[config.mk]
export PLATFORM = sky130hd
export DESIGN_NAME = decode_stage
export DESIGN_NICKNAME = d
export VERILOG_FILES = /design/src/rtl/decode_stage.sv
export SDC_FILE = /design/constraint.sdc
export NUM_CORES = 1
export LEC_CHECK = 0
export BUFFER_PORTS_ARGS = -buffer_cell sky130_fd_sc_hd__buf_2
export CORE_ASPECT_RATIO = 0.8
export CORE_MARGIN = 2
export CORE_UTILIZATION = 40
export CTS_BUF_LIST = sky130_fd_sc_hd__clkbuf_4
export CTS_CLUSTER_DIAMETER = 200
export DETAILED_ROUTE_END_ITERATION = 8
export GPL_TIMING_DRIVEN = 0
export PLACE_DENSITY = 0.69
export RECOVER_POWER = 100
export SYNTH_ARGS = -nofsm -noshare
export SYNTH_HDL_FRONTEND = slang
export SYNTH_SLANG_ARGS = --single-unit
[constraint.sdc]
create_clock -name clk -period 2.5 [get_ports clk]
set_input_delay 0.125 -clock clk [delete_from_list [all_inputs] [get_ports clk]]
set_output_delay 0.125 -clock clk [all_outputs]
set_load 0.03 [all_outputs]
[src/rtl/decode_stage.sv]
// Instruction decode with a single ID/EX slot, load-use and write-back stall detection.
// Optional define DECODE_WB_BYPASS_EN: forward same-cycle write-back data into the operands instead of stalling.
module decode_stage (
  input  logic        clk,
  input  logic        reset,
  input  logic        if_valid,
  input  logic [31:0] if_instr,
  input  logic [31:0] if_pc,
  output logic        id_ready,
  output logic [4:0]  rf_rs,
  output logic [4:0]  rf_rt,
  input  logic [31:0] rf_rd1,
  input  logic [31:0] rf_rd2,
  input  logic        wb_regwrite,
  input  logic [4:0]  wb_reg,
  input  logic [31:0] wb_data,
  input  logic        flush,
  input  logic        ex_ready,
  output logic        ex_valid,
  output logic [31:0] ex_pc,
  output logic [31:0] ex_rs_val,
  output logic [31:0] ex_rt_val,
  output logic [31:0] ex_imm,
  output logic [5:0]  ex_op,
  output logic [5:0]  ex_funct,
  output logic [4:0]  ex_dest,
  output logic        ex_regwrite,
  output logic        ex_memread
);

  localparam logic [5:0] OP_RTYPE = 6'h00;
  localparam logic [5:0] OP_J     = 6'h02;
  localparam logic [5:0] OP_BEQ   = 6'h04;
  localparam logic [5:0] OP_BNE   = 6'h05;
  localparam logic [5:0] OP_ADDI  = 6'h08;
  localparam logic [5:0] OP_ADDIU = 6'h09;
  localparam logic [5:0] OP_SLTI  = 6'h0A;
  localparam logic [5:0] OP_ANDI  = 6'h0C;
  localparam logic [5:0] OP_ORI   = 6'h0D;
  localparam logic [5:0] OP_LUI   = 6'h0F;
  localparam logic [5:0] OP_LW    = 6'h23;
  localparam logic [5:0] OP_SW    = 6'h2B;

  typedef enum logic {
    S_EMPTY = 1'b0,
    S_FULL  = 1'b1
  } slot_state_t;

  slot_state_t state_q, state_d;

  logic [31:0] pc_q, pc_d;
  logic [31:0] rs_val_q, rs_val_d;
  logic [31:0] rt_val_q, rt_val_d;
  logic [31:0] imm_q, imm_d;
  logic [5:0]  op_q, op_d;
  logic [5:0]  funct_q, funct_d;
  logic [4:0]  dest_q, dest_d;
  logic        regwrite_q, regwrite_d;
  logic        memread_q, memread_d;

  logic [5:0]  op;
  logic [4:0]  rs;
  logic [4:0]  rt;
  logic [4:0]  rd;
  logic [15:0] imm16;

  assign op    = if_instr[31:26];
  assign rs    = if_instr[25:21];
  assign rt    = if_instr[20:16];
  assign rd    = if_instr[15:11];
  assign imm16 = if_instr[15:0];

  assign rf_rs = rs;
  assign rf_rt = rt;

  logic [4:0]  dec_dest;
  logic        dec_regwrite;
  logic        dec_memread;
  logic        uses_rt;
  logic [31:0] dec_imm;

  always_comb begin
    dec_dest     = 5'd0;
    dec_regwrite = 1'b0;
    dec_memread  = 1'b0;
    uses_rt      = 1'b0;
    case (op)
      OP_RTYPE: begin
        dec_dest     = rd;
        dec_regwrite = 1'b1;
        uses_rt      = 1'b1;
      end
      OP_ADDI, OP_ADDIU, OP_SLTI, OP_ANDI, OP_ORI, OP_LUI: begin
        dec_dest     = rt;
        dec_regwrite = 1'b1;
      end
      OP_LW: begin
        dec_dest     = rt;
        dec_regwrite = 1'b1;
        dec_memread  = 1'b1;
      end
      OP_SW, OP_BEQ, OP_BNE: uses_rt = 1'b1;
      OP_J: ;
      default: ;
    endcase
    // A write to $0 is architecturally a no-op, so never advertise it downstream.
    if (dec_dest == 5'd0) begin
      dec_regwrite = 1'b0;
    end
  end

  always_comb begin
    case (op)
      OP_ANDI, OP_ORI: dec_imm = {16'h0000, imm16};
      OP_LUI:          dec_imm = {imm16, 16'h0000};
      default:         dec_imm = {{16{imm16[15]}}, imm16};
    endcase
  end

  logic slot_full;
  logic ld_hazard;
  logic wb_hazard;
  logic hazard;
  logic accept;
  logic [31:0] rs_val;
  logic [31:0] rt_val;

  assign slot_full = (state_q == S_FULL);

  // Load result is not available until after EX/MEM, so a dependent instruction must wait.
  assign ld_hazard = slot_full & memread_q & (dest_q != 5'd0) &
                     ((dest_q == rs) | (uses_rt & (dest_q == rt)));

`ifdef DECODE_WB_BYPASS_EN
  logic wb_hit_rs;
  logic wb_hit_rt;

  assign wb_hazard = 1'b0;
  assign wb_hit_rs = wb_regwrite & (wb_reg != 5'd0) & (wb_reg == rs);
  assign wb_hit_rt = wb_regwrite & (wb_reg != 5'd0) & (wb_reg == rt);
  assign rs_val    = (rs == 5'd0) ? 32'h0 : (wb_hit_rs ? wb_data : rf_rd1);
  assign rt_val    = (rt == 5'd0) ? 32'h0 : (wb_hit_rt ? wb_data : rf_rd2);
`else
  logic [31:0] unused_wb_data;

  // Without forwarding, the register file read would return stale data this cycle.
  assign wb_hazard      = wb_regwrite & (wb_reg != 5'd0) &
                          ((wb_reg == rs) | (uses_rt & (wb_reg == rt)));
  assign rs_val         = (rs == 5'd0) ? 32'h0 : rf_rd1;
  assign rt_val         = (rt == 5'd0) ? 32'h0 : rf_rd2;
  assign unused_wb_data = wb_data;
`endif

  assign hazard   = ld_hazard | wb_hazard;
  assign id_ready = (~slot_full | ex_ready) & ~hazard & ~flush & ~reset;
  assign accept   = if_valid & id_ready;

  always_comb begin
    state_d    = state_q;
    pc_d       = pc_q;
    rs_val_d   = rs_val_q;
    rt_val_d   = rt_val_q;
    imm_d      = imm_q;
    op_d       = op_q;
    funct_d    = funct_q;
    dest_d     = dest_q;
    regwrite_d = regwrite_q;
    memread_d  = memread_q;
    if (flush) begin
      state_d = S_EMPTY;
    end else if (accept) begin
      state_d    = S_FULL;
      pc_d       = if_pc;
      rs_val_d   = rs_val;
      rt_val_d   = rt_val;
      imm_d      = dec_imm;
      op_d       = op;
      funct_d    = if_instr[5:0];
      dest_d     = dec_dest;
      regwrite_d = dec_regwrite;
      memread_d  = dec_memread;
    end else begin
      case (state_q)
        S_FULL:  if (ex_ready) state_d = S_EMPTY;
        default: state_d = S_EMPTY;
      endcase
    end
  end

  always_ff @(posedge clk) begin
    if (reset) begin
      state_q    <= S_EMPTY;
      pc_q       <= 32'h0;
      rs_val_q   <= 32'h0;
      rt_val_q   <= 32'h0;
      imm_q      <= 32'h0;
      op_q       <= 6'h0;
      funct_q    <= 6'h0;
      dest_q     <= 5'h0;
      regwrite_q <= 1'b0;
      memread_q  <= 1'b0;
    end else begin
      state_q    <= state_d;
      pc_q       <= pc_d;
      rs_val_q   <= rs_val_d;
      rt_val_q   <= rt_val_d;
      imm_q      <= imm_d;
      op_q       <= op_d;
      funct_q    <= funct_d;
      dest_q     <= dest_d;
      regwrite_q <= regwrite_d;
      memread_q  <= memread_d;
    end
  end

  assign ex_valid    = slot_full;
  assign ex_pc       = pc_q;
  assign ex_rs_val   = rs_val_q;
  assign ex_rt_val   = rt_val_q;
  assign ex_imm      = imm_q;
  assign ex_op       = op_q;
  assign ex_funct    = funct_q;
  assign ex_dest     = dest_q;
  assign ex_regwrite = regwrite_q;
  assign ex_memread  = memread_q;

endmodule

==> metrics list, run 1 <==
- Summing internal, switching and leakage power gives 5.33 mW.
- In this run the biggest area consumer among cell types represents 45.0% of the synthesized area.
- Drt first pass iters: 4
* Overall global routing resource usage: 24.3%
- The finished layout holds between 1000 and 1500 standard cells, fillers aside.
- Clock Path Buffers: 2
* Routability congestion estimate: ~0.83
- The detail route stage leaves a number of antenna-violating nets equal to 0.
- The setup check on the worst reg-to-reg path leaves a slack of about 100 ps.
* Clock transition time at the flip-flop clock pins of the worst setup and hold paths: about 120 ps
- In this run the worst path has a maximum fanout of 5.
- Data required, critical path: around 2400 ps
- Measured against the total synthesized area, the mux share comes to around 22%.
- The first routing iteration left 312 violations.
- CP arrival: 2370 ps
- TritonCTS built the clock tree.
* DRC violations left: 0
* Slew at the pin closest to its max-slew limit: around 950 ps
* Fmax achieved: ~0.4 GHz
* Initial Util: between 40% and 50%
* Combinational family with the most area after synthesis: multiplexers
* Critical path's slowest cell: sky130_fd_sc_hd__dlygate4sd3_1
- The flow ran to the end, and the final reports show no timing, DRC or antenna violations.
- Dividing total power by cell area gives a power density of about 540 nW/µm².
- Largest cells by area after synthesis: sky130_fd_sc_hd__dfxtp_1 45%, sky130_fd_sc_hd__mux2i_1 15%, sky130_fd_sc_hd__nand2b_1 9.5%, sky130_fd_sc_hd__mux2_2 7.2%, sky130_fd_sc_hd__nand2_1 4.8%
* Cell class contributing the biggest share of worst-path delay: buffers and inverters
* Most used standard cells in the synthesized netlist: 148 x sky130_fd_sc_hd__dfxtp_1, 100 x sky130_fd_sc_hd__nand2b_1, 99 x sky130_fd_sc_hd__mux2i_1
- Across all hold checks on the routed design, the worst slack comes to between 90 and 100 ps.
* Compound-cell area share of the yosys netlist: approximately 4.2%
- XOR/XNOR share of the synthesized area: under 10%
- STA classifies the critical path endpoint as a primary output.
- In this design, the critical path's most frequently occurring cell is sky130_fd_sc_hd__buf_6.
* TritonCTS buffer count: 17
* Combined area of all synthesized cells: roughly 6600 µm²
- The Yosys step of the flow raised 0 warnings.
* Final Max Tran Viols: 0
- Worst Path Buf+Inv: 4
- Maximum number of pins on one net before global-route repair: 17
- Of the total synthesized cell area, the portion taken by full adders, half adders and majority gates is 0%.
- The tree is rooted in a sky130_fd_sc_hd__clkbuf_4.
- The routed layout has roughly 6300 vias.
- The H-tree was split into 4 levels.
- The area growth from synthesis to layout is 49.7%.
- Counting flops and latches in the post-synthesis netlist gives around 150.
* Routed via count divided by cell count: 4.72
- Across the VDD grid, the largest voltage drop is ~0.29 mV.
* Most instantiated library cell after synthesis: sky130_fd_sc_hd__dfxtp_1
- Of the total synthesized cell area, the portion taken by AND, OR, NAND and NOR gates is between 20% and 30%.
- Cells after DPL: 1182
- Cells with a size suffix above 1 make up between 20% and 30% of the layout.
- Post-layout min period: roughly 2500 ps
- The final layout contains routed wiring with a total length of approximately 22000 µm.
- Category of the most critical setup path: primary input to primary output
* DIE AREA: roughly 18000 µm²
- In the final routed layout, each cell accounts on average for 16.0 µm.
- Summing the sequential cell areas from Yosys gives roughly 45% of the chip area.
- Number of sinks handled by clock tree synthesis: between 100 and 150
* Most frequently used flop master after synthesis: sky130_fd_sc_hd__dfxtp_1
* Cell taking the most area after synthesis: sky130_fd_sc_hd__dfxtp_1
- Critical Path Max Stage Delay: approximately 550 ps
* Global-route wire length before repair: roughly 34000 µm
- Max transition margin: 36.0%
- Number of enable-type register cells in the synthesized netlist: 0
- Latest clock arrival within the worst-skew pair: ~570 ps
- Max-cap viol count: 0
- Traced cell by cell, the critical path runs through dlygate4sd3_1 > buf_2 > xnor2_1 > nand3_1 > or4_1 > a211o_1 > buf_6 > and3_4 > buf_6.
- Cells after synthesis: 671
- The count of buffers added on input and output ports is approximately 300.
- Counting every net in the synthesized netlist gives 842.
- The initial antenna violation count came to 2.
- Distinct cell type count after synthesis: 36
* Area of the core region: 16000 µm²
- Setup repair after global routing missed its margin: yes
- Leftover overflow at the end of global routing: 0
- For this run, the post-layout net count is approximately 1300.
* Hold violation count in the final report: 0
- The floorplan step set the die width to around 150 µm.
* Pleak: ~5.0 nW
- The floorplan step set the die height to between 100 and 150 µm.
- In this run the worst hold path is classified as primary input to flip-flop.
- Nature of the critical path startpoint: primary input
- Post-DP HPWL: 14800 µm
- Largest clock skew in the final design: just over 20 ps
- Endpoints failing setup: 0
- The number of global-route vias before repair came to 6490.
* Count of standard-cell rows: 41
* Mean instance size in the synthesized netlist: around 9.8 µm²
- Final cycle utilization of the critical path: ~100%
- Post-synthesis async set-or-reset flop share: 0%
- Number of primary I/O pins: 330
[layout make-up]
type / instances / area, µm²
diodes: 2 / 5.00
plain buffers: 53 / 290
clock buffers: 18 / 135
clock inverters: 14 / 176
fillers: 1426 / 6090
inverters: 4 / 15.0
multi-input cells: 465 / 3340
flip-flops and latches: 148 / 2970
well taps: 215 / 269
repair buffers: 425 / 2670
[registers in the layout, summed over array words and instances (netlist names)]
register and count:
ex_rs_val 32, ex_regwrite 1, ex_dest 5, ex_funct 6, ex_valid 1, ex_op 6, ex_memread 1, ex_imm 32
ex_pc 32, ex_rt_val 32
[cell usage in the layout (no fill, tap or decap), drive strengths merged, types with 2 or more instances in the layout]
| cell type | count |
|---|---|
| nor2b | 43 |
| bufinv | 3 |
| inv | 8 |
| xnor2 | 10 |
| a22oi | 6 |
| nor2 | 8 |
| o31ai | 2 |
| nor3 | 9 |
| dfxtp | 148 |
| clkinvlp | 3 |
| a311oi | 6 |
| buf | 245 |
| a21oi | 23 |
| dlygate4sd3 | 125 |
| clkbuf | 126 |
| nand3 | 3 |
| clkinv | 4 |
| o21ai | 3 |
| mux2i | 99 |
| or4 | 2 |
| xor2 | 10 |
| nor4 | 2 |
| or3 | 2 |
| diode | 2 |
| mux2 | 43 |
| and4 | 2 |
| nand2b | 100 |
| nand2 | 85 |
[kinds of logic (layout without fill, tap and decap cells)]
group / after synthesis / in the layout
multiplexers: 142 / 142
buffers and inverters: 58 / 514
AO/OA/AOI/OAI: 44 / 44
AND/OR/NAND/NOR: 259 / 259
flip-flops: 148 / 148
other: 0 / 2
XOR/XNOR: 20 / 20
[per-layer routing]
metal  wire length (µm)  track usage [%]  share of wire, %  vias to the layer above
met4                456             7.93               2.1                        0
li1                   -                -                 -                     3126
met2              10300             41.0                48                      195
met1               9450             29.9                44                     2989
met3               1340             6.97               6.2                       36
met5                  0                0                 0                        -
[power breakdown]
group | switching [mW] | internal (mW)
clock | 0.939 | 0.717
combinational | 0.642 | 0.489
sequential | 0.0636 | 2.48
total | 1.64 | 3.69
[repair_timing]
action / CTS / global route
buffers inserted: 2 / 2
resized for setup: 9 / 3
setup endpoints to repair: 1 / 61
hold buffers: 125 / 0
endpoints found under the hold margin: 146 / 0
gates cloned: 0 / 0
pin swaps: 1 / 2
[worst paths after layout]
kind / from / end / depth (start not counted)
worst min register to register: ex_rs_val[16] / ex_rs_val[16] / 2
worst min-delay path: if_instr[30] / ex_op[4] / 2
worst max register to register: ex_dest[4] / ex_rt_val[5] / 8
worst max-delay path: if_instr[19] / id_ready / 9
[per-stage QoR]
step	setup slack (ps)	TNS, ps	cell area [µm²]	utilization (%)
finish	6.54	0	9870	61.8
global placement	56.4	0	8340	52.3
global route	-41.2	-41.2	9870	61.8
detailed placement	36.1	0	8340	52.3
CTS	22.3	0	9940	62.3
floorplan	157	0	6590	-
Power figures use the tool's default switching activity.
==> inputs of run 2 (changes only) <==
CTS_BUF_LIST = sky130_fd_sc_hd__clkbuf_2 sky130_fd_sc_hd__clkbuf_4 sky130_fd_sc_hd__clkbuf_8   (was sky130_fd_sc_hd__clkbuf_4)
==> run 2 against run 1 <==
  * Critical path depth up 1
  * Combinational power about the same
  * Setup slack better by 43 ps
  * Worst hold slack worse by 44 ps
  * Clock-buffer cell count up 1
  * Sequential share of layout area up 0.13 points
  * Register-to-register slack better by 20 ps
  * Die area unchanged
  * Critical path type is now primary input to flip-flop
==> metrics list, run 2 (same netlist as run 1, synthesis figures left out) <==
* Drt first pass iters: 4 (unchanged)
* Clock Path Buffers: 2 (unchanged)
- CTS tree: built
- The number of violations of the max-capacitance limit is 0 (unchanged).
- Max transition margin: 37.7% (+1.7 points)
* Cell area after placement: 8340 µm² (unchanged)
* Count of standard-cell rows: 41 (unchanged)
- Leaving out fill and tap cells, the most frequent cell in the layout is sky130_fd_sc_hd__clkbuf_1.
- The largest net degree at the start of global routing came to 17 (unchanged).
- The final weighted congestion in routability-driven placement was 0.830 (unchanged).
- The placed instance count is 1182 (unchanged).
- The worst setup path is of the primary input to flip-flop kind.
- The post-route worst setup slack is 49.4 ps (+42.8 ps).
- Number of antenna violations at the first check in global routing: 0 (-2)
* P&R area growth vs syn: 48.7%
* Fmax achieved: 0.408 GHz (+1.7%)
- The leakage power came to 4.68 nW (-5.6%).
- The first-pass GRT wire length came to 33700 µm (-0.43%).
* Worst hold slack after final layout: 52.2 ps (-44.5 ps)
- Net count reported at finish: 1275 (-0.78%)
- The peak ir drop on the vdd network is 0.312 mV (+9.2%).
* Final Max Tran Viols: 0 (unchanged)
* DRC violations left: 0 (unchanged)
- The power per standard cell area was 578 nW/µm² (+6.9%).
* Cell chosen for the clock root: sky130_fd_sc_hd__clkbuf_8
- Largest clock skew in the final design: 16.1 ps (-4.47 ps)
* Finished Layout Cells: 1332 (-0.89%)
- DIE AREA: 17500 µm² (unchanged)
* Routed via count divided by cell count: 4.72 (about the same)
- Antenna diode instance count: 0 (-2)
- The starting utilization of the core area came to 41.3% (unchanged).
- Port buffer count: 296 (unchanged)
- Endpoints failing setup: 0 (unchanged)
* Slew at the pin closest to its max-slew limit: 925 ps (-25.5 ps)
* Per-cell routed wire length: 16.0 µm (-0.30%)
* Routed WL: 21300 µm (-1.2%)
* Data required, critical path: 2840 ps (+460 ps)
- The count of endpoints failing hold in the final timing report was 0 (unchanged).
* Global-route track usage on met3: 7.24% (+0.27 points)
* Setup repair after global routing missed its margin: yes
- Latest clock arrival within the worst-skew pair: 450 ps (-120 ps)
* Finished Core Util: 61.4% (-0.40 points)
* Peak-usage layer in the global routing report: met2
- Count of filler cells inserted in the layout: 1444 (+1.3%)
* Number of DRC markers in iteration 0: 293 (-6.1%)
- Power Total: 5.66 mW (+6.2%)
- The horizontal die dimension came to 148 µm (unchanged).
- The worst setup path is launched from a primary input.
- Number of primary I/O pins: 330 (unchanged)
- Clock transition time at the flip-flop clock pins of the worst setup and hold paths: 90 ps (-30 ps)
- Die Y-Extent: 119 µm (unchanged)
- The highest net fanout along the worst path is 10 (+5).
* Vias in the first global route: 6474 (-0.25%)
* Worst Hold Class: primary input to flip-flop
- The H-tree depth was 4 (unchanged).
* CP arrival: 2790 ps (+420 ps)
- The total clock sinks is 148 (unchanged).
- The summed negative setup slack over all endpoints came to 0 ps (unchanged).
* Area of the core region: 16000 µm² (unchanged)
* Global Route met2 Usage: 40.3% (-0.70 points)
* Final cycle utilization of the critical path: 98.0% (-1.7 points)
- The top cell types in the final layout, fill and taps aside, are 178 x sky130_fd_sc_hd__clkbuf_1, 147 x sky130_fd_sc_hd__buf_2, 146 x sky130_fd_sc_hd__dfxtp_1.
- The overall track demand over capacity in global routing is 24.1% (-0.20 points).
* Post-DP HPWL: 14800 µm (unchanged)
- TritonCTS buffer count: 17 (unchanged)
- The time the worst path needs with I/O delays and setup came to 2450 ps (-42.8 ps).
- Status: finished, final reports clean
- STA classifies the critical path endpoint as a flip-flop.
* Design Area, Final: 9800 µm² (-0.65%)
- Layout cells sized above 1: 22.5% (-6.4 points)
- The met1 demand-to-capacity share in global routing is 29.7% (-0.21 points).
* Post-DRT Antenna Nets: 0 (unchanged)
* Leftover overflow at the end of global routing: 0 (unchanged)
- Via count: 6288 (-0.91%)
- Setup slack at placement: 36.1 ps (unchanged)
==> run 2: changes by cell type in the layout (fill, tap and decap cells not counted), sizes merged <==
| cell | before | now |
|---|---|---|
| buf | 245 | 172 |
| clkbuf | 126 | 197 |
| dlygate4sd3 | 125 | 118 |
| diode | 2 | 0 |
| clkinv | 4 | 3 |
==> run 2: where the power goes <==
part           switching (mW)  internal, mW  leakage (nW)
sequential             0.0668          2.48          1.21
combinational           0.637         0.464          3.27
clock                   0.974          1.04         0.209
total                    1.68          3.99          4.68
==> run 2: timing repair <==
item / CTS / global route
endpoints found under the hold margin: 137 / 0
buffers inserted: 0 / 1
hold buffers: 118 / 0
pin swaps: 0 / 2
cloned: 0 / 0
endpoints found under the setup margin: 1 / 129
resized for setup: 4 / 9
==> run 2: cell type report <==
| cell class | count | area (µm²) | share of cell area (%) |
|---|---|---|---|
| Multi-Input combinational cell | 465 | 3330 | 34.0 |
| Clock buffer | 19 | 255 | 2.60 |
| Timing Repair Buffer | 415 | 2490 | 25.4 |
| Inverter | 4 | 15.0 | 0.153 |
| Clock inverter | 13 | 173 | 1.76 |
| Buffer | 53 | 309 | 3.15 |
| Tap cell | 215 | 269 | 2.74 |
| Sequential cell | 148 | 2970 | 30.2 |
==> run 2: path summary, 6_finish.rpt <==
check           startpoint             to  slack [ps]  cells after the start
max reg2reg     ex_dest[4]   ex_rs_val[3]         120                      8
min reg2reg  ex_rs_val[16]  ex_rs_val[16]         480                      2
max           if_instr[28]       ex_pc[6]          50                     10
min           if_instr[27]       ex_op[1]          50                      3
==> run 2: worst max-delay path, stage by stage <==
cell                            delay, ps
sky130_fd_sc_hd__dlygate4sd3_1        540
sky130_fd_sc_hd__buf_2                150
sky130_fd_sc_hd__nand2b_1             150
sky130_fd_sc_hd__or3_1                330
sky130_fd_sc_hd__mux2_2               280
sky130_fd_sc_hd__a211o_1              240
sky130_fd_sc_hd__buf_6                140
sky130_fd_sc_hd__nand2_2              120
sky130_fd_sc_hd__buf_2                320
sky130_fd_sc_hd__mux2_2               380
==> run 2: routing by layer <==
layer	vias to the layer above	routed length (µm)	share of wire [%]
li1	3100	-	-
met1	2966	9360	44
met2	187	10100	48
met3	35	1310	6.1
met4	0	488	2.3
met5	-	0	0
